**config.mk**
```make
export PLATFORM = sky130hd
export DESIGN_NAME = reorder_buffer_queue
export DESIGN_NICKNAME = d
export VERILOG_FILES = /design/src/rtl/reorder_buffer_queue.sv
export SDC_FILE = /design/constraint.sdc
export NUM_CORES = 2
export LEC_CHECK = 0
export ABC_CLOCK_PERIOD_IN_PS = 6400
export CORE_ASPECT_RATIO = 2
export CORE_MARGIN = 3
export CORE_UTILIZATION = 55
export CTS_BUF_LIST = sky130_fd_sc_hd__clkbuf_4 sky130_fd_sc_hd__clkbuf_8 sky130_fd_sc_hd__clkbuf_16
export CTS_CLUSTER_DIAMETER = 30
export CTS_CLUSTER_SIZE = 40
export DETAILED_ROUTE_END_ITERATION = 10
export PLACE_DENSITY_LB_ADDON = 0.12
export SYNTH_ARGS = -nofsm -noshare
export SYNTH_HDL_FRONTEND = slang
export SYNTH_SLANG_ARGS = --single-unit
```
**constraint.sdc**
```tcl
create_clock -name CLOCK_50 -period 6.4 [get_ports CLOCK_50]
set_input_delay 0.96 -clock CLOCK_50 [delete_from_list [all_inputs] [get_ports CLOCK_50]]
set_output_delay 0.96 -clock CLOCK_50 [all_outputs]
set_load 0.05 [all_outputs]
```
**src/rtl/reorder_buffer_queue.sv**
```systemverilog
// Circular reorder buffer: in-order allocate, out-of-order writeback from CDB_N channels, in-order retire.
// Optional operand forwarding ports are enabled by defining ROB_OPERAND_FWD_EN.
module reorder_buffer_queue #(
  parameter int DEPTH  = 16,
  parameter int DATA_W = 32,
  parameter int ADDR_W = 32,
  parameter int REG_W  = 5,
  parameter int CDB_N  = 2,
  parameter int TAG_W  = $clog2(DEPTH)
) (
  input  logic                     CLOCK_50,
  input  logic                     RSTN_N,
  input  logic                     alloc_valid,
  output logic                     alloc_ready,
  input  logic [REG_W-1:0]         alloc_rd,
  input  logic                     alloc_is_store,
  input  logic                     alloc_is_branch,
  output logic [TAG_W-1:0]         alloc_tag,
  input  logic [CDB_N-1:0]         wb_valid,
  input  logic [CDB_N*TAG_W-1:0]   wb_tag,
  input  logic [CDB_N*DATA_W-1:0]  wb_value,
  input  logic [CDB_N*ADDR_W-1:0]  wb_addr,
  input  logic [CDB_N-1:0]         wb_mispredict,
  output logic                     commit_valid,
  input  logic                     commit_ready,
  output logic [TAG_W-1:0]         commit_tag,
  output logic [REG_W-1:0]         commit_rd,
  output logic [DATA_W-1:0]        commit_value,
  output logic [ADDR_W-1:0]        commit_addr,
  output logic                     commit_is_store,
  output logic                     commit_is_branch,
  output logic                     commit_mispredict,
  output logic                     flush,
`ifdef ROB_OPERAND_FWD_EN
  input  logic [TAG_W-1:0]         fwd_tag [2],
  output logic                     fwd_hit [2],
  output logic [DATA_W-1:0]        fwd_value [2],
`endif
  output logic [TAG_W:0]           count
);

  localparam logic [TAG_W:0] DEPTH_C = DEPTH[TAG_W:0];

  logic              ent_valid  [DEPTH];
  logic              ent_done   [DEPTH];
  logic [REG_W-1:0]  ent_rd     [DEPTH];
  logic              ent_store  [DEPTH];
  logic              ent_branch [DEPTH];
  logic              ent_mis    [DEPTH];
  logic [DATA_W-1:0] ent_value  [DEPTH];
  logic [ADDR_W-1:0] ent_addr   [DEPTH];

  logic [TAG_W-1:0]  head, tail;
  logic [TAG_W-1:0]  wb_tag_a [CDB_N];
  logic              alloc_fire, retire, mis_retire;

  always_comb begin
    for (int c = 0; c < CDB_N; c++) wb_tag_a[c] = wb_tag[c*TAG_W +: TAG_W];
  end

  assign commit_valid      = ent_valid[head] && ent_done[head];
  assign commit_tag        = head;
  assign commit_rd         = ent_rd[head];
  assign commit_value      = ent_value[head];
  assign commit_addr       = ent_addr[head];
  assign commit_is_store   = ent_store[head];
  assign commit_is_branch  = ent_branch[head];
  assign commit_mispredict = ent_mis[head];

  // Dispatch stalls while a mispredicted branch sits retirable at the head.
  assign alloc_ready = (count < DEPTH_C) && !(commit_valid && commit_mispredict);
  assign alloc_tag   = tail;
  assign alloc_fire  = alloc_valid && alloc_ready;
  assign retire      = commit_valid && commit_ready;
  assign mis_retire  = retire && commit_mispredict;

`ifdef ROB_OPERAND_FWD_EN
  always_comb begin
    for (int f = 0; f < 2; f++) begin
      fwd_hit[f]   = ent_valid[fwd_tag[f]] && ent_done[fwd_tag[f]];
      fwd_value[f] = ent_value[fwd_tag[f]];
    end
  end
`endif

  always_ff @(posedge CLOCK_50 or negedge RSTN_N) begin
    if (!RSTN_N) begin
      for (int i = 0; i < DEPTH; i++) begin
        ent_valid[i]  <= 1'b0;
        ent_done[i]   <= 1'b0;
        ent_rd[i]     <= '0;
        ent_store[i]  <= 1'b0;
        ent_branch[i] <= 1'b0;
        ent_mis[i]    <= 1'b0;
        ent_value[i]  <= '0;
        ent_addr[i]   <= '0;
      end
      head  <= '0;
      tail  <= '0;
      count <= '0;
      flush <= 1'b0;
    end else begin
      flush <= mis_retire;
      if (mis_retire) begin
        for (int i = 0; i < DEPTH; i++) begin
          ent_valid[i] <= 1'b0;
          ent_done[i]  <= 1'b0;
        end
        head  <= '0;
        tail  <= '0;
        count <= '0;
      end else begin
        if (alloc_fire) begin
          ent_valid[tail]  <= 1'b1;
          ent_done[tail]   <= 1'b0;
          ent_rd[tail]     <= alloc_rd;
          ent_store[tail]  <= alloc_is_store;
          ent_branch[tail] <= alloc_is_branch;
          ent_mis[tail]    <= 1'b0;
          tail             <= tail + 1'b1;
        end
        if (retire) begin
          ent_valid[head] <= 1'b0;
          head            <= head + 1'b1;
        end
        // Descending scan: the lowest channel's write lands last and wins a tag collision.
        for (int c = CDB_N - 1; c >= 0; c--) begin
          if (wb_valid[c] && ent_valid[wb_tag_a[c]] && !ent_done[wb_tag_a[c]]) begin
            ent_done[wb_tag_a[c]]  <= 1'b1;
            ent_value[wb_tag_a[c]] <= wb_value[c*DATA_W +: DATA_W];
            ent_addr[wb_tag_a[c]]  <= wb_addr[c*ADDR_W +: ADDR_W];
            ent_mis[wb_tag_a[c]]   <= wb_mispredict[c] && ent_branch[wb_tag_a[c]];
          end
        end
        count <= count + {{TAG_W{1'b0}}, alloc_fire} - {{TAG_W{1'b0}}, retire};
      end
    end
  end

endmodule

```
==> metrics.txt <==
run status=completed; Seq cells post-synth=1,198; fraction of layout cells with a size suffix above 1=0.167; Final Cycle Share=0.911; core area=121,000 um2; Slew @ Worst Pin=1.29 ns; Avg WL per Cell=35.6 um; main area contributors after synthesis=dfrtp_1 (45%), mux4_2 (13%), o22a_1 (12%); pin count of the biggest net entering global routing=216; CP Class=flop to output port; Synth area leader=dfrtp_1; Logic pwr share=0.157; Final Hold Viols=0; clock share of power=0.436; vias in the first global route=60,359; register share of total power=0.408; Synth async-reset ratio=1.00; root buf cell=clkbuf_16; Vias=60,257; share of the synthesized area in the top cell type=0.447; top-count cell post-synth=dfrtp_1; antenna violations before repair=31; area delta synth->final=12.8%; drt drc=0; fin nets=6,067; IO Pins=239; Cell Pwr Density=297 nW/um2; Net Sw Power=6380 uW; DIE AREA=126,000 um2; startpoint types=flop; Leakage Power=0.0298 uW; Post-Synthesis Cells=6,252; Worst Path Required=5.44 ns; grt ovf=0; R2R Path End=ent_addr[70]; R2R setup slack=1.34 ns; VDD IR-drop max=276 uV; TritonCTS buffer count=167; initial DRC count=7,885; switching share of power=0.284; crit path to=commit_addr[11]; Critical Path AT=4.87 ns; Reg area=30,000 um2; R2R cell count=9; Multi-input gate area=33,400 um2; crit path launch=commit_tag[0]; total track usage=0.425; routed vias/inst=7.92; Slew Limit Headroom=0.139; crit end category=output port; Pre-Repair DR Iteration Count=7; first-pass GRT wire length=400 mm; synth cell count leaders=dfrtp_1 (1,198), a31oi_1 (924), o22a_1 (896); crit path max fanout=81; cell area after synthesis=67,000 um2; WL final=271 mm; num rows=180; sequential fraction of the synthesis area=0.447; gp weighted congestion=0.930; Synth Flop Type=dfrtp_1; HPWL Detailed=146 mm; R2R Path Start=commit_tag[0]; Synth Warn #=0; Routed Antenna Nets=0; unrepaired setup endpoints after global routing=false; IO Port Bufs=238; Post-CTS Setup Bufs=0; number of max-cap violations=0; Internal Power=16,100 uW; Post-synth EDFFs=0; Post-CTS Hold Fix Bufs=0; Clock Pin Slew Worst Setup and Hold Paths=0.07 ns; setup TNS=0 ns; chip width=253 um; H-tree depth=4; Avg Cell Area, Syn=10.7 um2; Hold Path Class=input port to asynchronous set/reset pin; Max Root-Sink Buffers=3; CTS resizes=0; initial core utilization=0.555; Mapped Nets=6,417; clock skew=0.0397 ns; clock latency on the worst-skew pair=0.81 ns; Tot Pwr=22,500 uW; Yosys cell types=73; die extent in y=500 um; fill count=9,564; Slew Viols, Final=0; fin crit period=5.83 ns; fmax=0.172 GHz; # clock sinks=1,198; CTS tree=built; # setup viols final=0
-- state kept, by name, indices dropped and copies added (netlist names) --
signal and cells:
commit_tag 4, ent_branch 16, flush 1, ent_rd 80, ent_value 512, alloc_tag 4
count 5, ent_mis 16, ent_store 16, ent_done 16, ent_addr 512, ent_valid 16
-- metal layers --
| layer | vias to the layer above | share of wire | track usage |
|---|---|---|---|
| li1 | 23829 | - | - |
| met1 | 30361 | 0.34 | 0.514 |
| met2 | 4664 | 0.47 | 0.667 |
| met3 | 1381 | 0.12 | 0.117 |
| met4 | 22 | 0.077 | 0.284 |
| met5 | - | 0.00050 | 0 |
-- kinds of logic (layout without fill, tap and decap cells) --
group / after synthesis / after routing / share of synthesized area
buffers and inverters: 929 / 718 / 0.0579
adders and majority gates: 14 / 14 / 0.00273
and+or+nand+nor: 1408 / 1408 / 0.0908
AOI/OAI and AO/OA: 2182 / 2182 / 0.249
other: 0 / 21 / 0
muxes: 517 / 517 / 0.151
DFF: 1198 / 1198 / 0.447
xor gates and xnor gates: 4 / 4 / 0.000523
-- metrics by stage --
step | util | setup WS, ns | area (um2) | hold WS (ns) | cells
finish | 0.626 | 0.572 | 75600 | 0.168 | 7609
global route | 0.626 | 0.419 | 75600 | 0.226 | 7595
CTS | 0.626 | 0.582 | 75600 | 0.212 | 7588
detailed placement | 0.577 | 1.07 | 69700 | 0.492 | 7280
global placement | 0.577 | 1.16 | 69700 | 0.483 | 7280
floorplan | - | 2.33 | 67000 | 0.475 | 6252
-- cell usage in the layout (no fill, tap or decap), drive strengths merged, types with 37 or more instances in the layout --
master / n
inv: 68
nor3: 393
a2bb2oi: 128
clkbuf: 206
mux4: 385
clkdlybuf4s50: 237
dfrtp: 1198
o22a: 896
nand2: 44
buf: 140
clkinv: 37
mux2: 121
o32ai: 139
nor2: 872
a31oi: 927
-- cell type report --
| type | instances | share of cell area |
|---|---|---|
| clock inverter | 102 | 0.0165 |
| sequential | 1198 | 0.397 |
| tap | 1547 | 0.0256 |
| inverter | 33 | 0.00195 |
| clock buffer | 206 | 0.0610 |
| multi-input combinational | 4125 | 0.442 |
| timing repair buffer | 377 | 0.0554 |
| antenna | 21 | 0.000695 |
-- critical path, cell delays in order (launching register included) --
cell	delay [ns]
dfrtp_4	0.79
buf_4	0.50
buf_12	0.61
mux4_2	0.64
mux4_2	0.47
clkdlybuf4s50_1	0.89
-- worst min path at each step --
stage | from | depth (start not counted) | endpoint
2_1_floorplan | ent_rd[70] | 1 | ent_rd[70]
3_3_place_gp | ent_store[14] | 1 | ent_store[14]
3_5_place_dp | ent_addr[314] | 1 | ent_addr[314]
4_1_cts | RSTN_N | 1 | ent_store[14]
5_1_grt | RSTN_N | 1 | ent_store[12]
6_report | RSTN_N | 1 | ent_store[14]
-- power groups by stage --
stage | clock [uW] | combinational [uW] | sequential (uW)
after floorplan | 0 | 2350 | 9060
after global placement | 0 | 3410 | 9220
after detailed placement | 0 | 3470 | 9270
after CTS | 9830 | 3480 | 9150
after global routing | 10100 | 3690 | 9260
final | 9800 | 3530 | 9170
(Power assumes the default switching activity.)
